**config.mk**
```make
export PLATFORM = sky130hd
export DESIGN_NAME = sp_ram_fifo_ctrl
export DESIGN_NICKNAME = d
export VERILOG_FILES = /design/src/rtl/sp_fifo_pkg.sv /design/src/rtl/sp_fifo_ptr.sv /design/src/rtl/sp_ram_fifo_ctrl.sv
export SDC_FILE = /design/constraint.sdc
export NUM_CORES = 1
export LEC_CHECK = 0
export ABC_AREA = 1
export BUFFER_PORTS_ARGS = -buffer_cell sky130_fd_sc_hd__buf_4
export CAP_MARGIN = 30
export CORE_ASPECT_RATIO = 0.5
export CORE_UTILIZATION = 48
export DETAILED_ROUTE_END_ITERATION = 12
export HOLD_SLACK_MARGIN = 0.08
export PLACE_DENSITY = 0.86
export SYNTH_ARGS = -nofsm -noshare
export SYNTH_HDL_FRONTEND = slang
export SYNTH_SLANG_ARGS = --single-unit
```
**constraint.sdc**
```tcl
create_clock -name clk -period 4.9 [get_ports clk]
set_clock_uncertainty 0.2 [all_clocks]
set_input_delay 0.98 -clock clk [delete_from_list [all_inputs] [get_ports clk]]
set_output_delay 0.98 -clock clk [all_outputs]
set_load 0.01 [all_outputs]
```
**src/rtl/sp_fifo_pkg.sv**
```systemverilog
// Shared constants and types for the single-port-RAM FIFO controller.
package sp_fifo_pkg;

    localparam int unsigned DATA_W  = 8;
    localparam int unsigned ADDR_W  = 4;
    localparam int unsigned DEPTH   = 16;
    localparam int unsigned LEVEL_W = ADDR_W + 1;

    typedef logic [ADDR_W-1:0]  ptr_t;
    typedef logic [LEVEL_W-1:0] level_t;

endpackage

```
**src/rtl/sp_fifo_ptr.sv**
```systemverilog
// Wrap-around RAM pointer; wraps naturally because DEPTH is 2**ADDR_W.
module sp_fifo_ptr
    import sp_fifo_pkg::*;
(
    input  logic clk,
    input  logic rst_n,
    input  logic i_inc,
    output ptr_t o_ptr
);

    ptr_t r_ptr;

    always_ff @(posedge clk or negedge rst_n) begin
        if (!rst_n) begin
            r_ptr <= '0;
        end else if (i_inc) begin
            r_ptr <= r_ptr + ptr_t'(1);
        end
    end

    assign o_ptr = r_ptr;

endmodule

```
**src/rtl/sp_ram_fifo_ctrl.sv**
```systemverilog
// FIFO controller around an external 16x8 single-port synchronous-read RAM,
// with a one-word prefetch output register. Optional sticky error flags: SP_FIFO_ERR_FLAGS_EN.
module sp_ram_fifo_ctrl
    import sp_fifo_pkg::*;
(
    input  logic              clk,
    input  logic              rst_n,
    input  logic              wr_valid,
    input  logic [DATA_W-1:0] wr_data,
    output logic              wr_ready,
    output logic              rd_valid,
    output logic [DATA_W-1:0] rd_data,
    input  logic              rd_ready,
    output logic [LEVEL_W-1:0] level,
    output logic [ADDR_W-1:0] ram_address,
    output logic [DATA_W-1:0] ram_data_in,
    output logic              ram_write_en,
`ifdef SP_FIFO_ERR_FLAGS_EN
    input  logic              err_clr,
    output logic              err_ovf,
    output logic              err_udf,
`endif
    input  logic [DATA_W-1:0] ram_data_out
);

    ptr_t              w_wr_ptr;
    ptr_t              w_rd_ptr;
    level_t            r_ram_cnt;
    logic              r_rd_pend;
    logic              r_out_vld;
    logic [DATA_W-1:0] r_rd_data;
    level_t            w_level;
    logic              w_rd_slot;
    logic              w_push;
    logic              w_pop;

    // Read issue depends only on registered state, keeping rd_ready off the wr_ready path.
    assign w_rd_slot = (r_ram_cnt != '0) && !r_rd_pend && !r_out_vld;
    assign wr_ready  = (r_ram_cnt != level_t'(DEPTH)) && !w_rd_slot;
    assign w_push    = wr_valid && wr_ready;
    assign w_pop     = r_out_vld && rd_ready;

    sp_fifo_ptr u_wr_ptr (
        .clk   (clk),
        .rst_n (rst_n),
        .i_inc (w_push),
        .o_ptr (w_wr_ptr)
    );

    sp_fifo_ptr u_rd_ptr (
        .clk   (clk),
        .rst_n (rst_n),
        .i_inc (w_rd_slot),
        .o_ptr (w_rd_ptr)
    );

    // Single RAM port: read issue wins, otherwise an accepted push writes.
    always_comb begin
        ram_address  = w_rd_ptr;
        ram_write_en = 1'b0;
        ram_data_in  = wr_data;
        if (!w_rd_slot && w_push) begin
            ram_address  = w_wr_ptr;
            ram_write_en = 1'b1;
        end
    end

    always_ff @(posedge clk or negedge rst_n) begin
        if (!rst_n) begin
            r_ram_cnt <= '0;
            r_rd_pend <= 1'b0;
            r_out_vld <= 1'b0;
            r_rd_data <= '0;
        end else begin
            if (w_rd_slot) begin
                r_ram_cnt <= r_ram_cnt - level_t'(1);
            end else if (w_push) begin
                r_ram_cnt <= r_ram_cnt + level_t'(1);
            end
            r_rd_pend <= w_rd_slot;
            // Capture and pop are mutually exclusive: a pending read implies an empty output register.
            if (r_rd_pend) begin
                r_out_vld <= 1'b1;
                r_rd_data <= ram_data_out;
            end else if (w_pop) begin
                r_out_vld <= 1'b0;
            end
        end
    end

    assign w_level  = r_ram_cnt + level_t'(r_rd_pend) + level_t'(r_out_vld);
    assign level    = w_level;
    assign rd_valid = r_out_vld;
    assign rd_data  = r_rd_data;

`ifdef SP_FIFO_ERR_FLAGS_EN
    logic r_err_ovf;
    logic r_err_udf;

    always_ff @(posedge clk or negedge rst_n) begin
        if (!rst_n) begin
            r_err_ovf <= 1'b0;
            r_err_udf <= 1'b0;
        end else if (err_clr) begin
            r_err_ovf <= 1'b0;
            r_err_udf <= 1'b0;
        end else begin
            if (wr_valid && !wr_ready && (r_ram_cnt == level_t'(DEPTH))) begin
                r_err_ovf <= 1'b1;
            end
            if (rd_ready && !r_out_vld && (w_level == '0)) begin
                r_err_udf <= 1'b1;
            end
        end
    end

    assign err_ovf = r_err_ovf;
    assign err_udf = r_err_udf;
`endif

endmodule

```
; Word level (Yosys, flattened, before mapping)
; Cells that the tools add are included.
[word_totals]
regBits = 23
latchBits = 0
ram_bits = 0
rom_bits = 0
out_inout_bits = 28
memories = 0
[classes]
n_addsub = 6
multipliers = 0
n_div = 0
order_cmp = 0
eq_ne = 1
shift = 0
mux = 6
bitwise_logic = 0
n_reduce_logical = 12
[ops]
columns = op, n
row1 = $add A5 B1 Y5, 2
row2 = $mux W5, 2
row3 = $add A4 B1 Y4 const B, 2
row4 = $logic_and A1 B1 Y1, 6
row5 = $add A5 B1 Y5 const B, 1
row6 = $ne A5 B5 Y1 const B, 1
row7 = $reduce_bool A5 Y1, 1
row8 = $sub A5 B1 Y5 const B, 1
row9 = $mux W4, 1
row10 = $reduce_bool A2 Y1, 2
row11 = $logic_not A1 Y1, 3
row12 = $mux W1, 3

; Depth between registers and ports, before layout
; Gate-level depths: netlist (run 1).
[depth]
depth_word = 8
mapped_depth = 11
ltp_nobuf = 11

; Cells and area by module
; Synthesis (run 1) repeated with hierarchy kept, for this count alone.
[unflattened]
hier_cells = 161
hier_area_um2 = 1367.6
[by_module_without_submodules]
columns = mod, instances, cells_each, area_each_um2, seq_area_each_um2
row1 = sp_ram_fifo_ctrl, 1, 123, 1012.2, 375.4
row2 = sp_fifo_ptr, 2, 19, 177.7, 100.1

; Least setup slack after synthesis (run 1)
; OpenSTA, ideal clock, no wires.
[synth_timing]
kind = reg-to-output
from = register r_rd_pend
to = output port level[4]
t_arrival_ns = 1.676
slack_ns = 2.044
path_stages_with_launch = 8
cell_sequence = dfrtp_1 -> buf_2 -> clkinv_1 -> fa_1 -> inv_1 -> ha_1 -> nand3_1 -> xor2_1
[synth_between]
elab_chain_len = 2
[synth_rtl]
columns = item, line
row1 = "start, declared", sp_ram_fifo_ctrl.sv:29  ; logic r_rd_pend;
row2 = "start signal, assigned", sp_ram_fifo_ctrl.sv:80  ; r_rd_pend <= w_rd_slot;
row3 = $add A5 B1 Y5 (2 in series), sp_ram_fifo_ctrl.sv:91  ; assign w_level = r_ram_cnt + level_t'(r_rd_pend) + level_t'(r_out_vld);
row4 = "end, declared", sp_ram_fifo_ctrl.sv:14  ; output logic [LEVEL_W-1:0] level,
; Every way passes these cells.

; Worst setup path after layout (run 1)
; Same ends and word-level chain as after synthesis.

==> results of run 1 <==
cell usage after synthesis:
library cell  instances  area [µm²]
buf_2                 1       5.000
xnor2_1               5       43.79
fa_1                  2       40.04
nand2_1              54       202.7
a21oi_1               2       10.01
nand3_2               5       50.05
o21ai_2               4       35.03
buf_8                 1       15.01
dfrtp_1              23       575.6
ha_1                  6       75.07
nand2_2               2       12.51
nand4_1               1       6.260
nor2_2                1       6.260
nand2_4               2       22.52
o21ai_0               1       5.000
clkinv_1              1       3.750
nand3_1               8       40.04
inv_2                 2       7.510
inv_1                10       37.54
xor2_1                6       52.55
buf_4                 8       60.06
o21ai_1               2       10.01
nor2_1                2       7.510
nor2_4                1       11.26
per-layer routing:
layer | vias up | global-route usage (%) | part of all wire, %
met2 | 26 | 30.86 | 47
met1 | 450 | 21.71 | 47
li1 | 513 | - | -
met5 | - | 0 | 0
met3 | 7 | 5.116 | 4.8
met4 | 0 | 9.135 | 1.9
worst min-delay path, cell delays in order, from the launching register on:
cell,delay [ns]
dfrtp_1,0.35
nand2_1,0.05
nand2_1,0.04
state kept, by name (all words and copies together), names as in the netlist:
name / flops
r_rd_pend: 1
u_rd_ptr.o_ptr: 4
rd_data: 8
rd_valid: 1
r_ram_cnt: 5
u_wr_ptr.o_ptr: 4
cell type report:
cell class	instances	area [µm²]
repair buffers	31	232.7
fillers	224	1039
inverters	13	48.80
clock buffers	3	41.29
well taps	37	46.29
clock inverters	1	5.005
flip-flops and latches	23	575.6
multi-input cells	104	630.6
where the power goes:
| group | switching, mW | total, mW | internal [mW] |
|---|---|---|---|
| Combinational | 0.425 | 0.775 | 0.349 |
| Sequential | 0.101 | 0.390 | 0.289 |
| Clock | 0.0613 | 0.118 | 0.0568 |
| Total | 0.588 | 1.28 | 0.695 |
cells by family (layout without fill, tap and decap cells):
family / Yosys count / count (layout)
AO/OA/AOI/OAI: 9 / 9
XOR/XNOR: 11 / 11
adder cells (fa/ha/maj): 8 / 8
buffers and inverters: 23 / 48
flip-flops: 23 / 23
AND/OR/NAND/NOR: 76 / 76
final timing paths:
check / to / cells after the start / startpoint / slack [ns]
worst max-delay path: level[4] / 7 / r_rd_pend / 1.43
max in group asynchronous: r_ram_cnt[0] / 1 / rst_n / 3.88
worst min-delay path: rd_data[2] / 2 / rd_data[2] / 0.28
worst max register to register: r_ram_cnt[4] / 11 / r_ram_cnt[3] / 2.55
worst min register to register: rd_data[2] / 2 / rd_data[2] / 0.28
min in group asynchronous: rd_data[0] / 1 / rst_n / 0.39
per-stage QoR:
| stage | cell area [µm²] | instances | hold slack [ns] |
|---|---|---|---|
| 4_1_cts | 1580 | 212 | 0.2818 |
| 2_1_floorplan | 1335 | 150 | 0.2420 |
| 3_3_place_gp | 1534 | 208 | 0.2580 |
| 3_5_place_dp | 1534 | 208 | 0.2610 |
| 5_1_grt | 1580 | 212 | 0.3011 |
| 6_report | 1580 | 212 | 0.2751 |
==> results, run 1 <==
- The count of yosys warnings during synthesis is 0.
- Once routing completed, OpenROAD measured the worst setup slack at 1.434 ns.
- The run finished with clean final reports.
- Setup repair after global routing left no endpoint under its margin.
- The post-synthesis net count is 178.
- The number of iterations in the first detailed-routing pass is 4.
- The cell sitting at the root of the clock tree is a clkbuf_8.
- The maximum cell stage delay along the critical path is 0.55 ns.
- The routed layout has 996 vias.
- Once the floorplan was initialized, standard cells occupied 50.98% of the core.
- In the layout the commonest cells are nand2_1 (54), buf_4 (31), dfrtp_1 (23), inv_1 (10), nand3_1 (8).
- Setup violations remaining at the end of the flow were counted as 0.
- The total number of placement rows is 13.
- The number of antenna violations at the first check in global routing is 0.
- The CTS tree is built.
- The detailed router finished its first iteration with 26 violations.
- The clock-pin slew on the worst setup and hold paths is 0.08 ns.
- The maximum vdd ir drop is 0.3742 mV.
- The multiplexer share of the synthesized area is 0%.
- The fmax is 288.5 MHz.
- The number of clock buffers added by TritonCTS is 3.
- The DRC violation count after routing is 0.
- For the pin with the worst max-slew slack, the measured transition is 0.3387 ns.
- The mean routed wirelength per cell is 11.67 µm.
- The clock passes through at most 2 buffers.
- The synthesized netlist occupies a cell area of 1335 µm².
- The count of buffers added on input and output ports is 31.
- The sum of overflow across all layers after global routing is 0.
- The fraction of the mapped netlist area in compound gates is 4.499%.
- The critical setup path kind is flip-flop to primary output.
- In the finished design, the share of the clock period the worst path needs comes to 70.73%.
- The number of instances resized during post-cts repair is 0.
- The number of synthesized register bits is 23.
- Routability-driven placement finished with a final weighted congestion of 0.8049.
- The largest family of logic cells by synthesized area is simple AND/OR/NAND/NOR gates.
- The number of diodes added for antenna fixing is 0.
- The first global-routing pass estimated 3898 µm of wire.
- The remaining antenna violation count after routing is 0.
- The overall global routing resource usage is 17.99%.
- The endpoint required time on the critical path is 3.72 ns.
- Before CTS, the worst setup slack after placement is 1.730 ns.
- The mean area per synthesized cell is 8.900 µm².
- Post-CTS timing repair inserted 0 buffers for setup.
- The power consumption is 1.283 mW.
- After Yosys synthesis, and, or, nand and nor cells account for 26.90% of the synthesized area.
- The number of sinks driven by the clock tree is 23.
- The max-capacitance violation count is 0.
- In the routed layout, each cell is associated on average with a via count of 4.698.
- The number of global-route vias before repair came to 911.
- The HPWL after detailed placement is 1890 µm.
- The library cell used most frequently in the layout, excluding fill and tap cells, is nand2_1.
- The final wirelength is 2475 µm.
- The growth of design area from synthesis to finish is 18.37%.
- The number of H-tree branching levels is 1.
- During I/O placement, the number of pins put on the boundary was 48.
- In this run, post-CTS hold repair placed 0 buffers.
- The post-synthesis adder-cell area fraction is 8.622%.
- Along the worst path, the maximum fanout reaches 11.
- The cell count after synthesis is 150.
- At the worst endpoint, the arrival time is 2.29 ns.
- For the final routed database, the setup TNS stands at 0 ns.
- The fraction of layout cells with a size suffix above 1 is 29.71%.
- Summed over all cells, the static leakage comes to 0.8474 nW.
- Among cell families on the critical path, the largest total delay comes from adder cells.
- The worst hold path belongs to the class flip-flop to flip-flop.
- The area of the die is 3009 µm².
- The clock latency on the worst-skew pair is 0.26 ns.
- The final period demand of the worst path is 3.466 ns.
- The critical path contains buffers and inverters numbering 3 combined.
- The count of different cell masters after synthesis is 24.
- On the critical path, the stage with the largest delay is an instance of dfrtp_1.
- STA classifies the critical path startpoint as a flip-flop.
- The final hold violation count is 0.
- Dividing total power by cell area gives a power density of 811.6 nW/µm².
- Walking the worst path, the cells encountered are clkinv_1 -> fa_1 -> inv_1 -> ha_1 -> nand3_1 -> xor2_1 -> buf_4.
- The sequential-to-total area share from yosys stat is 43.11%.
- The core occupancy in the finished layout is 60.34%.
- The core area is 2619 µm².
- The XOR/XNOR share of the synthesized area is 7.216%.
- Entering global routing, the biggest net connects 24 pins.
- The element type at the critical path end is a primary output.
- The final count of pins violating max slew is 0.
- The worst slew margin relative to its limit is 77.42%.
- The count of nets after finishing is 204.
- Measured along the y axis, the die boundary spans 39.29 µm.
- The width of the die is 76.59 µm.
(Power assumes the default switching activity.)
==> inputs of run 2 (changes only) <==
--- a/config.mk
+++ b/config.mk
@@ -5,14 +5,14 @@
 export SDC_FILE = /design/constraint.sdc
 export NUM_CORES = 1
 export LEC_CHECK = 0
-export ABC_AREA = 1
+export ABC_AREA = 0
 export BUFFER_PORTS_ARGS = -buffer_cell sky130_fd_sc_hd__buf_4
 export CAP_MARGIN = 30
 export CORE_ASPECT_RATIO = 0.5
-export CORE_UTILIZATION = 48
+export CORE_UTILIZATION = 44
 export DETAILED_ROUTE_END_ITERATION = 12
 export HOLD_SLACK_MARGIN = 0.08
-export PLACE_DENSITY = 0.86
+export PLACE_DENSITY = 0.83
 export SYNTH_ARGS = -nofsm -noshare
 export SYNTH_HDL_FRONTEND = slang
 export SYNTH_SLANG_ARGS = --single-unit
==> constraint.sdc (replaced) <==
create_clock -name clk -period 3.13 [get_ports clk]
set_clock_uncertainty 0.2 [all_clocks]
set_input_delay 0.626 -clock clk [delete_from_list [all_inputs] [get_ports clk]]
set_output_delay 0.626 -clock clk [all_outputs]
set_load 0.01 [all_outputs]
==> run 2 against run 1 <==
Against the previous run:
- critical path depth down 2
- combinational power up 64%
- clock-buffer cell count did not move
- global-route usage fell by 0.26 points
- via count shrank 0.30%
- first-iteration DRC count up 50%
==> results, run 2 <==
- The share of the clock period used by the worst path after layout is 97.70%.
- The count of different cell masters after synthesis is 32 (was 24).
- The worst slew margin relative to its limit came to 72.92% (was 77.42%).
- The number of iterations in the first detailed-routing pass came to 5 (was 4).
- The capture point of the worst path was ram_address[3] (was level[4]).
- The number of sinks driven by the clock tree was 23 (unchanged).
- The summed instance area of the synthesized netlist is 1331 µm² (was 1335 µm²).
- The maximum buffer depth of the clock tree came to 2 (unchanged).
- The most instantiated library cell after synthesis is dfrtp_1 (was nand2_1).
- The width of the die is 79.79 µm (was 76.59 µm).
- The clock-pin slew on the worst setup and hold paths is 0.08 ns (about the same).
- The number of top-level pins is 48 (unchanged).
- The growth of design area from synthesis to finish is 21.24% (was 18.37%).
- Derived from the worst setup path, the maximum achievable clock frequency is 327.0 MHz.
- The element type at the critical path end was a primary output (unchanged).
- The leading cell type in the layout, fill and taps excluded is buf_4 (was nand2_1).
- The final hold violation count is 0 (unchanged).
- The remaining antenna violation count after routing is 0 (unchanged).
- The average via count per standard cell was 5.339 (was 4.698).
- The overall global routing resource usage came to 17.73% (was 17.99%).
- The number of diodes added for antenna fixing is 0 (unchanged).
- The count of yosys warnings during synthesis is 0 (unchanged).
- The CTS tree is built (unchanged).
- The total power density per cell area was 1281 nW/µm² (was 811.6 nW/µm²).
- The total number of placement rows is 13 (unchanged).
- The post-synthesis cell type with the largest combined area is dfrtp_1 (unchanged).
- Most numerous cell types in the synthesized netlist: dfrtp_1 (23), mux2_2 (14), inv_1 (9) (was nand2_1 (54), dfrtp_1 (23), inv_1 (10)).
- The height of the die is 40.90 µm (was 39.29 µm).
- The number of buffers inserted by post-CTS setup repair is 0 (unchanged).
- The max-capacitance violation count is 0 (unchanged).
- The iteration-0 DRC count of the detailed router is 39 (was 26).
- The number of antenna violations at the first check in global routing is 0 (unchanged).
- The static leakage is 0.7630 nW (was 0.8474 nW).
- The DRC violation count after routing is 0 (unchanged).
- The clock tree root driver cell is clkbuf_8 (unchanged).
- Setup repair after global routing missed its margin: no (unchanged).
- The endpoint of the worst register-to-register path is r_ram_cnt[3] (was r_ram_cnt[4]).
- The endpoint required time on the critical path is 2.30 ns (was 3.72 ns).
- The HPWL after detailed placement is 2027 µm (was 1890 µm).
- Outcome: finished clean (unchanged).
- The maximum cell stage delay along the critical path is 0.58 ns (was 0.55 ns).
- The mean routed wirelength per cell is 14.03 µm (was 11.67 µm).
- The number of global-route vias before repair is 931 (was 911).
- The area share of the largest cell type after synthesis came to 43.23% (was 43.11%).
- The pin count of the biggest net entering global routing is 24 (unchanged).
- The area of the die was 3263 µm² (was 3009 µm²).
- The proportion of power drawn by the clock network is 8.6% (was 9.2%).
- The final count of pins violating max slew is 0 (unchanged).
- The biggest fanout along the worst timing path came to 6 (was 11).
- The setup total negative slack is 0 ns (unchanged).
- The fraction of layout cells with a size suffix above 1 is 38.93% (was 29.71%).
- The setup slack on the worst flop-to-flop path is 0.35 ns (was 2.55 ns).
- The prevailing post-synth register cell is dfrtp_1 (unchanged).
- The core area came to 2733 µm² (was 2619 µm²).
- The depth of the worst register-to-register path is 10 (was 11).
- The source of the worst hold timing path is u_rd_ptr.o_ptr[3] (was rd_data[2]).
- The count of flip-flops with a built-in enable after synthesis is 0 (unchanged).
- The number of flip-flops in the largest register is 8 (unchanged).
- The clock latency on the worst-skew pair is 0.26 ns (about the same).
- The sequential-to-total area share from yosys stat is 43.23% (was 43.11%).
- The count of input and output buffers is 31 (unchanged).
- The actual slew at the worst max-slew pin is 0.4025 ns (was 0.3387 ns).
- The final period demand of the worst path is 3.058 ns.
- The number of cells in the design after placement is 181 (was 208).
- The starting density of the core is 48.72% (was 50.98%).
- The count of nets after finishing is 178 (was 204).
- The TritonCTS buffer count is 3 (unchanged).
- The startpoint of the worst-slack reg-to-reg timing path is r_ram_cnt[3] (unchanged).
- The share of async-settable or async-resettable flops after synthesis is 100.0% (unchanged).
- The number of H-tree branching levels came to 1 (unchanged).
- The sum of overflow across all layers after global routing came to 0 (unchanged).
- The post-synthesis net count is 150 (was 178).
- Ordered list of cells on the worst path: or4_4 -> mux2i_1 -> and2_4 -> mux2_2 -> buf_4 (was clkinv_1 -> fa_1 -> inv_1 -> ha_1 -> nand3_1 -> xor2_1 -> buf_4).
- The first-pass GRT wire length came to 4153 µm (was 3898 µm).
- The total setup violations reported at the end of the flow was 0 (unchanged).
- The cell count after synthesis is 122 (was 150).
- The number of fill cells is 214 (was 224).
- The maximum vdd ir drop is 0.5627 mV (was 0.3742 mV).
- Area contributors post-synth: dfrtp_1 (43%), mux2_2 (12%), ha_1 (5.6%) (was dfrtp_1 (43%), nand2_1 (15%), ha_1 (5.6%)).
- Commonest cells after routing, fill and taps aside: buf_4 (35), dfrtp_1 (23), mux2_2 (14), inv_1 (9), nor2_1 (8) (was nand2_1 (54), buf_4 (31), dfrtp_1 (23), inv_1 (10), nand3_1 (8)).
- The placer congestion estimate was 0.9125 (was 0.8049).
- The critical setup path kind was flip-flop to primary output (unchanged).
- The internal power component was 1.214 mW (was 0.6949 mW).
- The highest-delay cell along the critical path is or4_4 (was dfrtp_1).
- The final non-filler cell total is 186 (was 212).
- The classification of the worst-slack hold path is flip-flop to flip-flop (unchanged).
- The via total after detailed routing is 993 (was 996).
- The fraction of power consumed by sequential logic came to 30.0% (was 30.4%).
- The share of total power consumed by net switching is 41.27% (was 45.82%).
- The final wirelength is 2609 µm (was 2475 µm).
- The fraction of power consumed by combinational cells is 61.4% (was 60.4%).
- The mean area per synthesized cell is 10.91 µm² (was 8.900 µm²).
- The switching power of the nets is 0.8533 mW (was 0.5877 mW).
- The number of synthesized register bits is 23 (unchanged).
- The beginning of the critical path is r_ram_cnt[3] (was r_rd_pend).
- The arrival time at the worst endpoint came to 2.23 ns (was 2.29 ns).
- The startpoint kind of the worst setup timing path was a flip-flop (unchanged).
==> run 2: cell types whose count changed after synthesis, sizes merged, moves of 3 or more <==
| cell | before | now |
|---|---|---|
| nand2 | 58 | 5 |
| nand3 | 13 | 5 |
| xor2 | 6 | 3 |
| inv | 12 | 9 |
| nor2 | 4 | 8 |
| mux2 | 0 | 14 |
| xnor2 | 5 | 8 |
==> run 2: area by class of cell <==
class / count / area (µm²) / area share, %
repair buffers: 36 / 272.8 / 16.90
clock buffers: 3 / 41.29 / 2.558
inverters: 9 / 33.78 / 2.093
well taps: 37 / 46.29 / 2.868
flip-flops and latches: 23 / 575.6 / 35.66
clock inverters: 1 / 5.005 / 0.3101
multi-input cells: 77 / 639.4 / 39.61
==> run 2: kinds of logic after synthesis <==
logic type	synth area share (%)
xor gates and xnor gates	7.802
adders and majority gates	8.647
and+or+nand+nor	10.81
DFF	43.23
AOI/OAI and AO/OA	7.707
muxes	12.59
buffers and inverters	9.211
==> run 2: worst min path at each step <==
| stage | end | depth (start not counted) |
|---|---|---|
| 3_3_place_gp | u_rd_ptr.o_ptr[3] | 1 |
| 3_5_place_dp | u_rd_ptr.o_ptr[3] | 1 |
| 2_1_floorplan | r_ram_cnt[0] | 0 |
| 5_1_grt | u_rd_ptr.o_ptr[3] | 1 |
| 6_report | u_rd_ptr.o_ptr[3] | 1 |
| 4_1_cts | u_rd_ptr.o_ptr[3] | 1 |
==> run 2: worst max-delay path: cells and delay by family (launching register included) <==
kind          cells  cell delay, ns
flops             1            0.46
simple gates      2            0.79
mux               2            0.57
buf+inv           1            0.15
==> run 2: repair_timing <==
action                                 in CTS  in global routing
hold buffers                                1                  0
endpoints found under the hold margin      23                  0
cloned                                      0                  0
setup endpoints to repair                   4                  4
gates resized for setup                     2                  1
==> run 2: power by group through the flow <==
| stage | clock network [mW] | registers [mW] | logic [mW] |
|---|---|---|---|
| 2_1_floorplan | 0 | 0.610 | 0.802 |
| 3_3_place_gp | 0 | 0.610 | 1.21 |
| 3_5_place_dp | 0 | 0.624 | 1.26 |
| 4_1_cts | 0.181 | 0.618 | 1.27 |
| 5_1_grt | 0.194 | 0.638 | 1.41 |
| 6_report | 0.177 | 0.621 | 1.27 |
==> run 2: stage by stage <==
stage          total power, mW  area [µm²]  util (%)  worst slack, ns  hold slack [ns]
6_report                 2.068        1614     59.07          0.07194           0.2669
5_1_grt                  2.246        1614     59.07         0.003436           0.2862
4_1_cts                  2.070        1613     59.02          0.04250           0.2735
3_5_place_dp             1.882        1551     56.78           0.2193           0.2584
3_3_place_gp             1.821        1551     56.78           0.3024           0.2593
2_1_floorplan            1.412        1331         -           0.2673           0.1304
==> run 2: per-layer routing <==
layer,track usage (%),routed length (µm),vias up
met2,34.40,1296,48
li1,-,-,466
met3,3.333,184,8
met1,20.22,1097,471
met5,0,0,-
met4,8.482,31,0
==> inputs of run 3 (changes only) <==
--- a/config.mk
+++ b/config.mk
@@ -5,7 +5,7 @@
 export SDC_FILE = /design/constraint.sdc
 export NUM_CORES = 1
 export LEC_CHECK = 0
-export ABC_AREA = 0
+export ABC_AREA = 1
 export BUFFER_PORTS_ARGS = -buffer_cell sky130_fd_sc_hd__buf_4
 export CAP_MARGIN = 30
 export CORE_ASPECT_RATIO = 0.5
==> run 3 against run 2 <==
Against the previous run:
- cell count increased by 15%
- clock-buffer cell count did not move
- non-clock buffer count is 3 lower
- register-to-register slack better by 0.51 ns
- clock power rose by 2%
- combinational power shrank 3%
- critical path depth rose by 2
- die area rose by 0.27%
- flip-flop and latch count did not move
- maximum frequency rose by 4.7%
- global-route usage grew 0.13 points
- highest routed layer unchanged
- via count up 2.2%
==> results, run 3 (synthesized netlist as in run 1, its figures left out) <==
- Outcome: finished clean (unchanged).
- The total setup violations reported at the end of the flow came to 0 (unchanged).
- The number of instances resized during post-cts repair was 0 (was 2).
- The number of iterations in the first detailed-routing pass is 4 (was 5).
- The classification of the worst-slack hold path is flip-flop to flip-flop (unchanged).
- The count of input and output buffers is 31 (unchanged).
- The clock-pin slew on the worst setup and hold paths is 0.08 ns (about the same).
- The startpoint kind of the worst setup timing path is a flip-flop (unchanged).
- The CTS tree is built (unchanged).
- The iteration-0 DRC count of the detailed router came to 39 (unchanged).
- The final count of pins violating max slew is 0 (unchanged).
- Setup repair after global routing missed its margin: no (unchanged).
- Commonest cells after routing, fill and taps aside: nand2_1 (54), buf_4 (32), dfrtp_1 (23), inv_1 (10), nand3_1 (8) (was buf_4 (35), dfrtp_1 (23), mux2_2 (14), inv_1 (9), nor2_1 (8)).
- The pin count of the biggest net entering global routing is 24 (unchanged).
- The number of diodes added for antenna fixing is 0 (unchanged).
- The maximum buffer depth of the clock tree is 2 (unchanged).
- The worst min-delay path endpoint is u_rd_ptr.o_ptr[3] (unchanged).
- The growth of design area from synthesis to finish is 19.68% (was 21.24%).
- The average via count per standard cell is 4.743 (was 5.339).
- The hold slack is 0.2758 ns (was 0.2669 ns).
- The endpoint of the worst register-to-register path is r_ram_cnt[4] (was r_ram_cnt[3]).
- The final hold violation count is 0 (unchanged).
- The overall global routing resource usage is 17.86% (was 17.73%).
- The width of the die is 79.90 µm (was 79.79 µm).
- The source of the worst hold timing path is u_rd_ptr.o_ptr[3] (unchanged).
- The count of nets after finishing was 206 (was 178).
- The maximum cell stage delay along the critical path is 0.57 ns (was 0.58 ns).
- The number of antenna violations at the first check in global routing is 0 (unchanged).
- The max-capacitance violation count is 0 (unchanged).
- The endpoint required time on the critical path came to 2.30 ns (about the same).
- The number of top-level pins came to 48 (unchanged).
- The number of flip-flops in the largest register is 8 (unchanged).
- The final period demand of the worst path was 2.920 ns (was 3.058 ns).
- The clock latency on the worst-skew pair was 0.26 ns (about the same).
- The summed area of non-filler cells in the final layout came to 1598 µm² (was 1614 µm²).
- The fmax is 342.5 MHz (was 327.0 MHz).
- The HPWL after detailed placement came to 2005 µm (was 2027 µm).
- The area of the die is 3272 µm² (was 3263 µm²).
- The number of fill cells is 257 (was 214).
- The fraction of layout cells with a size suffix above 1 is 29.94% (was 38.93%).
- The worst slew margin relative to its limit is 75.60% (was 72.92%).
- The remaining antenna violation count after routing is 0 (unchanged).
- The starting density of the core is 48.86% (was 48.72%).
- The biggest fanout along the worst timing path is 11 (was 6).
- The clock tree root driver cell is clkbuf_8 (unchanged).
- The final wirelength is 2572 µm (was 2609 µm).
- The startpoint of the worst-slack reg-to-reg timing path is r_ram_cnt[2] (was r_ram_cnt[3]).
- The worst hold path depth is 1 (unchanged).
- The DRC violation count after routing was 0 (unchanged).
- The core area is 2733 µm² (unchanged).
- The number of H-tree branching levels is 1 (unchanged).
- The first-pass GRT wire length is 4146 µm (was 4153 µm).
- The critical setup path kind was flip-flop to primary output (unchanged).
- The highest-delay cell along the critical path is dfrtp_1 (was or4_4).
- The share of the clock period used by the worst path after layout is 93.29% (was 97.70%).
- The actual slew at the worst max-slew pin is 0.3659 ns (was 0.4025 ns).
- The buffer and inverter count on the worst path is 3 (was 1).
- The kind of cell with the highest combined delay on the critical path was adder cells (was simple AND/OR/NAND/NOR gates).
- The total power density per cell area is 1266 nW/µm² (was 1281 nW/µm²).
- The sequential cell area in the final layout was 575.6 µm² (unchanged).
- The maximum vdd ir drop is 0.6408 mV (was 0.5627 mV).
- The placer congestion estimate is 0.8033 (was 0.9125).
- The number of global-route vias before repair is 966 (was 931).
- The setup slack on the worst flop-to-flop path is 0.86 ns (was 0.35 ns).
- The static leakage was 0.8562 nW (was 0.7630 nW).
- The depth of the worst register-to-register path is 11 (was 10).
- Ordered list of cells on the worst path: clkinv_1 -> fa_1 -> inv_1 -> ha_1 -> nand3_1 -> xor2_1 -> buf_4 (was or4_4 -> mux2i_1 -> and2_4 -> mux2_2 -> buf_4).
- The via total after detailed routing is 1015 (was 993).
- The sum of overflow across all layers after global routing came to 0 (unchanged).
- The height of the die is 40.95 µm (was 40.90 µm).
- The setup total negative slack was 0 ns (unchanged).
- The element type at the critical path end is a primary output (unchanged).
- The leading cell type in the layout, fill and taps excluded was nand2_1 (was buf_4).
- The mean routed wirelength per cell is 12.02 µm (was 14.03 µm).
- The TritonCTS buffer count is 3 (unchanged).
- The arrival time at the worst endpoint is 2.09 ns (was 2.23 ns).
- The total number of placement rows is 13 (unchanged).
- The number of sinks driven by the clock tree came to 23 (unchanged).
- The area of the multi-input gates came to 630.6 µm² (was 639.4 µm²).
- The placed cell area was 1541 µm² (was 1551 µm²).
-- run 3: cell count changes in the layout (fill, tap and decap cells not counted), moves of 3 or more --
cell,previous run,this run
nand2_1,5,54
nor2_1,8,2
buf_4,35,32
mux2_2,14,0
nand3_2,0,5
nand3_1,5,8
o21ai_2,0,4
xor2_1,3,6
o21ai_0,6,1
-- run 3: routing by layer --
layer	global-route usage, %	vias to the layer above	routed length, µm
li1	-	514	-
met1	19.32	477	1069
met2	36.11	20	1358
met3	5.111	4	117
met4	5.357	0	25
met5	0	-	0
-- run 3: cell type report --
class | count | share of cell area [%]
Tap cell | 37 | 2.897
Timing Repair Buffer | 33 | 15.66
Sequential cell | 23 | 36.02
Clock buffer | 3 | 2.584
Inverter | 13 | 3.054
Clock inverter | 1 | 0.3132
Multi-Input combinational cell | 104 | 39.47
-- run 3: worst max path at each step --
stage               startpoint       end  cells past startpoint
floorplan            r_rd_pend  level[4]                      7
global placement     r_rd_pend  level[4]                      7
detailed placement   r_rd_pend  level[4]                      7
CTS                  r_rd_pend  level[4]                      7
global route         r_rd_pend  level[4]                      7
finish               r_rd_pend  level[4]                      7
-- run 3: worst register-to-register path, delay by kind of cell, from the launching register on --
kind / cells / cell delay, ns
AO/OA/AOI/OAI: 1 / 0.24
flip-flops: 1 / 0.49
adder cells (fa/ha/maj): 1 / 0.34
AND/OR/NAND/NOR: 8 / 0.79
buffers and inverters: 1 / 0.11
-- run 3: what timing repair did --
action | in CTS | in global routing
buffers inserted | 0 | 0
hold endpoints to repair | 23 | 0
hold buffers | 1 | 0
-- run 3: stage by stage --
| stage | utilization, % | cells | worst slack (ns) | total power, mW |
|---|---|---|---|---|
| 2_1_floorplan | - | 150 | 0.6280 | 1.422 |
| 3_3_place_gp | 56.41 | 209 | 0.5857 | 1.792 |
| 3_5_place_dp | 56.41 | 209 | 0.4942 | 1.859 |
| 4_1_cts | 58.47 | 214 | 0.2017 | 2.048 |
| 5_1_grt | 58.47 | 214 | 0.04534 | 2.219 |
| 6_report | 58.47 | 214 | 0.2099 | 2.023 |
-- run 3: power by group --
part	total [mW]	switching, mW	internal [mW]
clock	0.181	0.0927	0.0888
sequential	0.608	0.157	0.452
combinational	1.23	0.673	0.561
total	2.02	0.922	1.10
